$ cat src/rtl/mem_arb_pkg.sv
// Shared state encoding and line-address helper for the round-robin memory arbiter.
// PREFETCH/PF_HIT states exist only when MEM_ARB_PREFETCH_EN is defined.
package mem_arb_pkg;

  localparam int DEF_LINE_BYTES = 32;
  localparam int LINE_OFFSET_W  = $clog2(DEF_LINE_BYTES);

`ifdef MEM_ARB_PREFETCH_EN
  typedef enum logic [1:0] {
    ST_IDLE     = 2'd0,
    ST_SERVE    = 2'd1,
    ST_PREFETCH = 2'd2,
    ST_PF_HIT   = 2'd3
  } arb_state_e;
`else
  typedef enum logic [1:0] {
    ST_IDLE  = 2'd0,
    ST_SERVE = 2'd1
  } arb_state_e;
`endif

  // Clears the byte-offset bits so any address maps onto its cache line.
  function automatic logic [63:0] line_align(input logic [63:0] addr,
                                             input int unsigned off_w);
    return addr & ~((64'd1 << off_w) - 64'd1);
  endfunction

endpackage

$ cat src/rtl/rr_priority_picker.sv
// Finds the first set request at or after ptr, wrapping modulo N.
// Purely combinational: zero latency, no backpressure of its own.
module rr_priority_picker #(
  parameter int N     = 2,
  parameter int PTR_W = (N > 1) ? $clog2(N) : 1
) (
  input  logic [N-1:0]     req,
  input  logic [PTR_W-1:0] ptr,
  output logic             found,
  output logic [PTR_W-1:0] idx
);

  logic [PTR_W-1:0] cand;

  always_comb begin
    found = 1'b0;
    idx   = '0;
    cand  = '0;
    for (int k = 0; k < N; k++) begin
      cand = PTR_W'((32'(ptr) + 32'(k)) % N);
      if (!found && req[cand]) begin
        found = 1'b1;
        idx   = cand;
      end
    end
  end

endmodule

$ cat src/rtl/mem_arbiter_rr.sv
// N-client round-robin arbiter onto one memory port; grant 1 cycle after request, resp same cycle as mem_resp.
// Grant held until mem_resp, others wait; MEM_ARB_PREFETCH_EN adds a one-line next-line buffer for PF_CLIENT.
module mem_arbiter_rr
  import mem_arb_pkg::*;
#(
  parameter int NUM_CLIENTS = 2,
  parameter int ADDR_W      = 32,
  parameter int LINE_W      = 256,
  parameter int LINE_BYTES  = 32,
  parameter int PF_CLIENT   = 0
) (
  input  logic                          clk,
  input  logic                          rst_n,
  input  logic [NUM_CLIENTS-1:0]        cl_read,
  input  logic [NUM_CLIENTS-1:0]        cl_write,
  input  logic [NUM_CLIENTS*ADDR_W-1:0] cl_addr,
  input  logic [NUM_CLIENTS*LINE_W-1:0] cl_wdata,
  output logic [LINE_W-1:0]             cl_rdata,
  output logic [NUM_CLIENTS-1:0]        cl_resp,
  output logic                          mem_read,
  output logic                          mem_write,
  output logic [ADDR_W-1:0]             mem_addr,
  output logic [LINE_W-1:0]             mem_wdata,
  input  logic [LINE_W-1:0]             mem_rdata,
  input  logic                          mem_resp
);

  localparam int PTR_W = (NUM_CLIENTS > 1) ? $clog2(NUM_CLIENTS) : 1;
  localparam int OFF_W = $clog2(LINE_BYTES);

  typedef struct packed {
    logic              wr;
    logic [ADDR_W-1:0] addr;
    logic [LINE_W-1:0] wdata;
  } req_t;

  function automatic logic [ADDR_W-1:0] align(input logic [ADDR_W-1:0] a);
    return ADDR_W'(line_align(64'(a), OFF_W));
  endfunction

  arb_state_e             state, state_nxt;
  logic [PTR_W-1:0]       rr_ptr, grant;
  req_t                   lat, pick_req;
  logic [NUM_CLIENTS-1:0] req_vec;
  logic                   pick_found;
  logic [PTR_W-1:0]       pick_idx;

  assign req_vec = cl_read | cl_write;

  rr_priority_picker #(.N(NUM_CLIENTS), .PTR_W(PTR_W)) u_picker (
    .req   (req_vec),
    .ptr   (rr_ptr),
    .found (pick_found),
    .idx   (pick_idx)
  );

  // A simultaneous read+write from one client is treated as a write.
  always_comb begin
    pick_req.wr    = cl_write[pick_idx];
    pick_req.addr  = align(cl_addr[pick_idx*ADDR_W +: ADDR_W]);
    pick_req.wdata = cl_wdata[pick_idx*LINE_W +: LINE_W];
  end

`ifdef MEM_ARB_PREFETCH_EN
  logic              pf_valid, pf_armed, pf_hit, pf_go;
  logic [ADDR_W-1:0] pf_tag, pf_next;
  logic [LINE_W-1:0] pf_data;

  assign pf_hit = pf_valid && cl_read[PF_CLIENT] && !cl_write[PF_CLIENT] &&
                  (align(cl_addr[PF_CLIENT*ADDR_W +: ADDR_W]) == pf_tag);
  assign pf_go  = pf_armed && !(pf_valid && (pf_tag == pf_next));
`endif

  always_ff @(posedge clk or negedge rst_n) begin
    if (!rst_n) state <= ST_IDLE;
    else        state <= state_nxt;
  end

  always_comb begin
    state_nxt = state;
    case (state)
      ST_IDLE: begin
`ifdef MEM_ARB_PREFETCH_EN
        if (pf_hit)          state_nxt = ST_PF_HIT;
        else if (pick_found) state_nxt = ST_SERVE;
        else if (pf_go)      state_nxt = ST_PREFETCH;
`else
        if (pick_found) state_nxt = ST_SERVE;
`endif
      end
      ST_SERVE:    if (mem_resp) state_nxt = ST_IDLE;
`ifdef MEM_ARB_PREFETCH_EN
      ST_PREFETCH: if (mem_resp) state_nxt = ST_IDLE;
      ST_PF_HIT:   state_nxt = ST_IDLE;
`endif
      default:     state_nxt = ST_IDLE;
    endcase
  end

  always_comb begin
    mem_read  = 1'b0;
    mem_write = 1'b0;
    mem_addr  = '0;
    mem_wdata = '0;
    cl_resp   = '0;
    cl_rdata  = '0;
    case (state)
      ST_SERVE: begin
        mem_read  = !lat.wr;
        mem_write = lat.wr;
        mem_addr  = lat.addr;
        mem_wdata = lat.wr ? lat.wdata : '0;
        if (mem_resp) begin
          cl_resp[grant] = 1'b1;
          cl_rdata       = mem_rdata;
        end
      end
`ifdef MEM_ARB_PREFETCH_EN
      ST_PREFETCH: begin
        mem_read = 1'b1;
        mem_addr = lat.addr;
      end
      ST_PF_HIT: begin
        cl_resp[PF_CLIENT] = 1'b1;
        cl_rdata           = pf_data;
      end
`endif
      default: ;
    endcase
  end

  always_ff @(posedge clk or negedge rst_n) begin
    if (!rst_n) begin
      rr_ptr <= '0;
      grant  <= '0;
      lat    <= '0;
    end else begin
      if (state == ST_IDLE && state_nxt == ST_SERVE) begin
        grant <= pick_idx;
        lat   <= pick_req;
      end
      if (state == ST_SERVE && mem_resp)
        rr_ptr <= (grant == PTR_W'(NUM_CLIENTS - 1)) ? '0 : grant + 1'b1;
`ifdef MEM_ARB_PREFETCH_EN
      if (state == ST_IDLE && state_nxt == ST_PREFETCH) begin
        lat.wr    <= 1'b0;
        lat.addr  <= pf_next;
        lat.wdata <= '0;
      end
`endif
    end
  end

`ifdef MEM_ARB_PREFETCH_EN
  // The arm lives for exactly one IDLE cycle: a waiting demand request cancels it.
  always_ff @(posedge clk or negedge rst_n) begin
    if (!rst_n) begin
      pf_valid <= 1'b0;
      pf_armed <= 1'b0;
      pf_tag   <= '0;
      pf_next  <= '0;
      pf_data  <= '0;
    end else begin
      if (state == ST_IDLE) pf_armed <= 1'b0;
      if (state == ST_SERVE && mem_resp && !lat.wr && grant == PTR_W'(PF_CLIENT)) begin
        pf_armed <= 1'b1;
        pf_next  <= lat.addr + ADDR_W'(LINE_BYTES);
      end
      if (state == ST_IDLE && state_nxt == ST_SERVE && pick_req.wr && pick_req.addr == pf_tag)
        pf_valid <= 1'b0;
      if (state == ST_PREFETCH && mem_resp) begin
        pf_valid <= 1'b1;
        pf_tag   <= lat.addr;
        pf_data  <= mem_rdata;
      end
    end
  end
`endif

endmodule

$ cat config.mk
export PLATFORM = sky130hd
export DESIGN_NAME = mem_arbiter_rr
export DESIGN_NICKNAME = d
export VERILOG_FILES = /design/src/rtl/mem_arb_pkg.sv /design/src/rtl/rr_priority_picker.sv /design/src/rtl/mem_arbiter_rr.sv
export SDC_FILE = /design/constraint.sdc
export NUM_CORES = 1
export LEC_CHECK = 0
export CELL_PAD_IN_SITES_DETAIL_PLACEMENT = 1
export CELL_PAD_IN_SITES_GLOBAL_PLACEMENT = 1
export CORE_AREA = 2 2 542 544
export CTS_CLUSTER_DIAMETER = 200
export CTS_CLUSTER_SIZE = 10
export DETAILED_ROUTE_END_ITERATION = 8
export DIE_AREA = 0 0 544 546
export GPL_ROUTABILITY_DRIVEN = 0
export GPL_TIMING_DRIVEN = 0
export PLACE_DENSITY = 0.4
export REMOVE_ABC_BUFFERS = 1
export SLEW_MARGIN = 40
export SYNTH_ARGS = -nofsm -noshare
export SYNTH_HDL_FRONTEND = slang
export SYNTH_SLANG_ARGS = --single-unit
$ cat constraint.sdc
create_clock -name clk -period 2 [get_ports clk]
set_input_delay 0.2 -clock clk [delete_from_list [all_inputs] [get_ports clk]]
set_output_delay 0.2 -clock clk [all_outputs]
set_load 0.01 [all_outputs]
* Word-level counts from Yosys, hierarchy flattened *
Index checks and enable logic that the tools add are counted.

word-level totals
  bits in registers = 288
  word-level logic and storage cells = 50
  input bits = 839

cells by class
  add/sub/neg operators = 2
  magnitude comparators = 5
  muxes and demuxes = 25
  shifts and indexed selects = 2
  bitwise gates (word level) = 1
  reduce and logical (&&, ||, !) cells = 7
  eq/ne operators = 2

operators by type and width
  cell                                                                   number
  256-bit 2-to-1 mux                                                     4
  512-bit by 10-bit variable part select with 256-bit output             1
  64-bit by 7-bit variable part select with 32-bit output                1
  32-bit 2-to-1 mux                                                      1
  1-bit 2-to-1 mux                                                       14
  1-bit by 2-bit < comparator with 1-bit output (second input constant)  4
  2-bit 2-to-1 mux                                                       4
  2-bit by 1-bit == test with 1-bit output (second input constant)       2
  1-bit logical AND                                                      4
  2-bit one-hot mux with 2 select lines                                  1
  1-bit adder (second input constant)                                    2
  1-bit logical NOT                                                      2
  2-bit logical NOT                                                      1
  2-bit OR                                                               1
  1-bit demux with 1-bit select                                          1
  1-bit greater-or-equal comparator (second input constant)              1

* Depth between registers and ports, before layout *
  word-level depth = 11
  gate-level depth with buffers = 7
  depth with buffers taken out = 3

* Cells and area by module *
From an unflattened synthesis, not the netlist that was laid out.

second synthesis, totals
  cells, all modules = 1543
  area total of the unflattened synthesis = 17789.6 sq um

by module, submodules not included
  module              area an instance (sq um)  cells an instance  instances
  mem_arbiter_rr      17772.0                   1540               1
  rr_priority_picker  17.5                      3                  1

* Worst setup path after synthesis *
Ideal clock, no wire load.

  kind = flip-flop to output port
  start = register state[1]
  end = output port cl_rdata[100]
  cell stages (with the launch flop) = 6
  buffers on the path = 3
  arrival = 1.437 ns
  data required time = 1.800 ns
  setup slack = 0.363 ns
  cells stage by stage = dfrtp_1 and3b_1 clkbuf_1 clkbuf_1 clkbuf_1 and2_1

on the way
  cells in the longest elaborated chain, start to end = 2

RTL lines
  item                                      line                   text
  from (decl)                               mem_arbiter_rr.sv:41   arb_state_e state, state_nxt;
  from (signal assigned)                    mem_arbiter_rr.sv:76   else state <= state_nxt;
  2-bit by 1-bit == test with 1-bit output  mem_arbiter_rr.sv:107  case (state)
  256-bit 2-to-1 mux                        mem_arbiter_rr.sv:107
  to (decl)                                 mem_arbiter_rr.sv:18   output logic [LINE_W-1:0] cl_rdata,

Every way passes these cells.

* Worst setup path in the final report *
  start = register state[1]
  end = output port mem_wdata[127]

on the way
  cells in the longest elaborated chain, start to end = 2

RTL lines
  item                                      line                   text
  2-bit by 1-bit == test with 1-bit output  mem_arbiter_rr.sv:107
  256-bit 2-to-1 mux                        mem_arbiter_rr.sv:107
  to (decl)                                 mem_arbiter_rr.sv:23   output logic [LINE_W-1:0] mem_wdata,

Every way passes these cells.

==> results.md <==
- Hold Fails Final Rpt: 0
- EDFF count, synth: 0
- Skew-Pair Late Insertion Delay: 0.62 ns
- Fill count: 34.2k
- Worst-margin pin slew: 0.815 ns
- Initial DRC Count: 1359
- Cell mode on critical path: buf_16
- Relative slew slack: 45.9%
- Seq pwr share: 30.8%
- Area fraction of the dominant cell type after synthesis: 39.7%
- Top-count cell post-synth: dfrtp_1
- WL final: 239000 um
- Via count: 25.8k
- Input/output buffers: 1371
- Cell area after synthesis: 18200 um^2
- Crit-path leading delay family: buffers and inverters
- CTS tree: done
- Setup crit end kind: primary output
- Yosys reg bits: 288
- First-pass detailed-route iteration total: 5
- Clk network pwr share: 24.4%
- Netlist cell types: 25
- Hold Path Stages: 3
- Hold Crit Start: cl_wdata[163]
- Reg clk slew, reported paths: 0.07 ns
- TritonCTS buffer count: 35
- Final core utilization: 14.7%
- Synth Instances: 2298
- Switching share of power: 38.7%
- FF-to-FF setup slack: -0.73 ns
- Crit-path max FO: 7
- Die ar.: 297000 um^2
- Clk_skew: 0.0377 ns
- Worst setup path endpoint: mem_wdata[127]
- Max-Cap Viols: 0
- I/O Pins: 1387
- YS warnings: 0
- Routed length per instance: 31.2 um
- FMAX: 342 MHz
- # H-tree levels: 2
- Violated checks: setup timing
- Largest net degree at the start of global routing: 58
- Fin. max-slew vios: 0
- R2r endpoint: lat[12]
- Cells along the critical path: nor2b_4 > clkbuf_16 > buf_16 > buf_16 > buf_16 > buf_16 > buf_16 > clkbuf_16 > and3_4 > buf_8
- DRT antenna net count: 0
- Initial Utilization: 6.22%
- Grt total ovfl: 0
- Worst IR Drop VDD: 0.000466 V
- Synth area leaders: dfrtp_1 40%, and2_1 9.9%, a31oi_1 9.7%
- Vias in the first global route: 27.2k
- Hold WC Path Type: input port to register
- Width of the die: 544 um
- Final setup TNS: -525.04 ns
- CTS Buffer Depth: 3
- WP buf/inv: 8
- Fin crit period: 2.93 ns
- RR Startpoint: state[0]
- Register area: 7210 um^2
- FP Rows: 199
- Area of the multi-input gates: 10300 um^2
- Area growth syn-to-layout: 136%
- Critical path depth: 10
- Primary FF master, synth: dfrtp_1
- Worst EP arrival: 2.73 ns
- Combinational share of power: 44.8%
- Detailed Place HPWL: 191000 um
- Layout cell share with drive strength beyond 1: 22.9%
- Nets: 4542
- Crit share post-route: 146%
- Final hold slack: 0.156 ns
- Psw: 10.2 mW
- Worst setup SP type: register
- Run status: finished, violations left
- Cell Pwr Density: 613 nW/um^2
- Most frequent cells after synthesis: 288 x dfrtp_1, 287 x and2_1, 284 x nand3_1, 284 x o21ai_0
- Crit. Startpoint: state[1]
- Average size of a mapped cell: 7.91 um^2
- # setup viols final: 829
- Core Area: 292000 um^2
- Post-route worst setup slack: -0.928 ns
- Worst setup path class: register to primary output
- Register-to-Register Path Depth: 13
- Asr flop ratio synth: 100%
- WP data required: 1.80 ns
- Seq/Total Area, Yosys: 39.7%
- # DRC: 0
- Worst path max stage delay: 0.44 ns
- Crit path max-delay cell type: dfrtp_2
- DR vias/cell: 3.36
- P_int: 16.1 mW
- Total Routing Usage GR: 15.1%
- Static leakage: 16.7 nW
- Die height: 546 um
- TritonCTS Sinks: 288
- RSZ-0062 raised after global routing: yes
- CTS root buf: clkbuf_16
- Global-route wire length before repair: 297000 um
- Initial antenna violation count: 116
- Leading area contributor after synthesis: dfrtp_1
==> cell families after synthesis <==
family          Yosys count  synth area share (%)
mux                       1                0.0620
flops                   288                  39.7
compound gates          855                  25.6
simple gates            838                  26.8
buf+inv                 315                  7.82
other cells               1                0.0206
==> cell type report <==
type,instances,share of cell area [%]
Sequential cell,288,16.8
Multi-Input combinational cell,1702,24.1
Clock inverter,2,0.0321
Timing Repair Buffer,1675,45.1
Tap cell,3919,11.5
Antenna cell,44,0.257
Clock buffer,38,2.17
Inverter,1,0.00877
==> worst reg2reg max path, stage by stage (launching register included) <==
cell,delay [ns]
dfrtp_2,0.42
buf_6,0.12
buf_6,0.13
nor2_4,0.14
buf_12,0.15
buf_16,0.14
buf_16,0.12
buf_16,0.15
buf_16,0.17
and2_4,0.21
buf_12,0.20
buf_12,0.28
buf_16,0.24
a31oi_1,0.12
==> what timing repair did <==
| item | CTS | global route |
|---|---|---|
| gates cloned | 29 | 23 |
| setup buffers | 59 | 78 |
| hold endpoints to repair | 137 | 0 |
| hold buffers | 3 | 0 |
| resized for setup | 1542 | 596 |
| endpoints found under the setup margin | 830 | 829 |
| pin swaps | 16 | 45 |
==> worst min-delay path by stage <==
stage                     endpoint  slack, ns
after floorplan              grant       -0.1
after global placement    state[0]       0.46
after detailed placement   lat[72]       0.13
after CTS                 lat[154]       0.07
after global routing      lat[247]       0.12
final                     lat[163]       0.16
==> power by group through the flow <==
| stage | Combinational, mW | Clock [mW] | Sequential, mW |
|---|---|---|---|
| after floorplan | 3.58 | 0 | 7.75 |
| after global placement | 7.94 | 0 | 8.10 |
| after detailed placement | 10.4 | 0 | 8.19 |
| after CTS | 11.2 | 6.81 | 8.08 |
| after global routing | 12.7 | 6.90 | 8.24 |
| final | 11.8 | 6.41 | 8.08 |
==> flip-flops by register name, summed over array words and instances, names as in the netlist <==
signal and cells:
lat 284, grant 1, rr_ptr 1, state 2
==> cells in the final DEF, fill, tap and decap left out, drive strengths merged <==
cell type / instances
clkdlybuf4s50: 936
buf: 516
dfrtp: 288
and2: 288
o21ai: 284
nand3: 284
a31oi: 283
a21oi: 283
and3: 256
dlygate4sd2: 114
clkbuf: 80
clkdlybuf4s15: 56
diode: 44
bufbuf: 9
conb: 6
nor2: 6
and3b: 2
dlygate4sd3: 2
nor2b: 2
inv: 2
or4: 1
a211oi: 1
o21ba: 1
or2: 1
o21bai: 1
a21boi: 1
a2bb2oi: 1
mux2: 1
clkinv: 1
==> metrics by stage <==
stage,power [mW],instance area [um^2],instances,worst slack [ns]
final,26.3,42800,7669,-0.928
after global routing,27.9,42800,7662,-1.03
after CTS,26.1,40900,7530,-1.07
after detailed placement,18.5,37900,7399,-1.70
after global placement,16.0,35400,7279,-30.62
after floorplan,11.3,16800,1989,-12.76
==> per-layer routing <==
layer,track usage [%],up-vias,wire (um),share of wire (%)
met5,0,-,120,0.050
met4,6.10,18,10600,4.4
met3,7.37,309,26100,11
met2,27.3,1243,121000,51
met1,14.6,12900,81200,34
li1,-,11200,-,-
Note: power is estimated with default switching activity, not from simulation.
==> patch: new RTL, same flow settings <==
Add a define of `MEM_ARB_PREFETCH_EN`.
--- a/src/rtl/mem_arb_pkg.sv
+++ b/src/rtl/mem_arb_pkg.sv
@@ -1,5 +1,7 @@
 // Shared state encoding and line-address helper for the round-robin memory arbiter.
 // PREFETCH/PF_HIT states exist only when MEM_ARB_PREFETCH_EN is defined.
+`define MEM_ARB_PREFETCH_EN
+
 package mem_arb_pkg;
 
   localparam int DEF_LINE_BYTES = 32;
Function: not settled (the Yosys comparison gave no result); the edit may change what the design does.
==> patch against the unedited design <==
  * The flow still finishes with violations (setup timing)
  * Area after synthesis increased by 76%
  * Largest power group unchanged
  * Largest cell class unchanged
  * Sequential cell count increased by 327
  * Wire length decreased by 2.3%
  * Worst setup slack got worse by 0.39 ns
  * Cell area increased by 35%
  * Total power increased to 2.7 times the old value
  * Core utilization increased by 5.1 points
  * Critical endpoint is now lat[127]$_DFFE_PN0P_
  * Via count increased by 19%
  * Highest routed layer unchanged
==> patch: results (changes against the unedited design) <==
[power_and_ir_drop]
swShare_pct = 40.4  ; +1.8 points
combinationalPower_mw = 37.9  ; +220%
leakage_nw = 25.8  ; +54%
powerClk_mw = 13.5  ; +110%
ir_drop_v = 0.000841  ; +80%

[yosys]
synth.area.top_cells = dfrtp_1 48%, mux2_2 10%, mux2i_1 8.9%
synthMuxAreaShare_pct = 19.0  ; +19 points
synth-compound-area-share_pct = 13.9  ; -12 points
synthAdderAreaFrac_pct = 0.196  ; +0.20 points
synth_common_cells = 615 x dfrtp_1, 324 x nand2_1, 287 x mux2_2
yosysSeqAreaShare_pct = 48.2  ; +8.5 points

[cells_and_area]
multi_input_area_um2 = 16000  ; +55%
seq_share_pct = 26.7  ; +9.8 points
clk_share_pct = 3.59  ; +1.4 points
clkbuf_count = 75  ; +97%
multi_input_area_share_pct = 27.7  ; +3.6 points
final-nonclk-buf-share_pct = 33.4  ; -12 points
inv_count = 7  ; +6
antennaDiodeCount = 12  ; -73%

[worst_setup_path]
arrival_ns = 3.85  ; +1.12 ns
r2r_setup_slack_ns = -1.31  ; -0.58 ns
worst-r2r-cell-count = 18  ; +5
r2r-end = lat[127]$_DFFE_PN0P_
max_stage_delay_ns = 0.47  ; +0.03 ns

[global_route]
grtUsageTotal_pct = 15.0  ; -0.12 points
use_met3_pct = 4.88  ; -2.5 points
grt.met1_usage_pct = 17.4  ; +2.8 points
grt_start_max_net_pins = 89  ; +53%
gr-usage-met2_pct = 26.8  ; -0.52 points
grt_pass1_vias = 33313  ; +23%

[timing]
holdWs_ns = 0.140  ; -0.0158 ns
clock_skew_ns = 0.0471  ; +0.00945 ns
finalWorstSetupSlack_ns = -1.31  ; -0.386 ns
fin_tns_setup_ns = -1092.27  ; -567.23 ns
setup_viol = 1155  ; +39%

[clocking]
cts_buffers = 73  ; +110%
post_cts_buffers = 116  ; +97%
clock-sinks = 615  ; +110%
clock_latency_ns = 0.70  ; +0.08 ns
cts_max_level = 3  ; +1

[drt]
met3_length_um = 18600  ; -29%
wire_per_inst_um = 28.0  ; -10%
met2_length_um = 117000  ; -3.4%
route.layer.met1.wl_um = 93400  ; +15%
via_count = 30740  ; +19%

[place]
place_ws_ns = -3.16  ; -1.46 ns
dp_hpwl_um = 170000  ; -11%
io_buffer_count = 1376  ; +0.36%

[min_path]
hold_path.class = in2async

[status]
violations = setup timing
status = finished, violations left

==> patch: how the worst max path moves through the flow <==
stage	start	to	slack (ns)	depth (start not counted)
after floorplan	rr_ptr$_DFFE_PN0P_	pf_valid$_DFFE_PN0P_	-11.07	6
after global placement	rst_n	lat[171]$_DFFE_PN0P_	-34.95	1
after detailed placement	cl_read[0]	lat[232]$_DFFE_PN0P_	-3.16	20
after CTS	state[0]$_DFF_PN0_	lat[145]$_DFFE_PN0P_	-1.37	19
after global routing	state[0]$_DFF_PN0_	lat[145]$_DFFE_PN0P_	-1.40	19
final	state[0]$_DFF_PN0_	lat[127]$_DFFE_PN0P_	-1.31	18
==> patch: through the flow <==
step           cells  util [%]  power, mW
5_1_grt         8338      19.8       75.2
6_report        8346      19.8       70.9
3_5_place_dp    8043      17.7       51.6
2_1_floorplan   2631         -       26.6
4_1_cts         8293      19.4       71.0
3_3_place_gp    7926      16.9       30.7
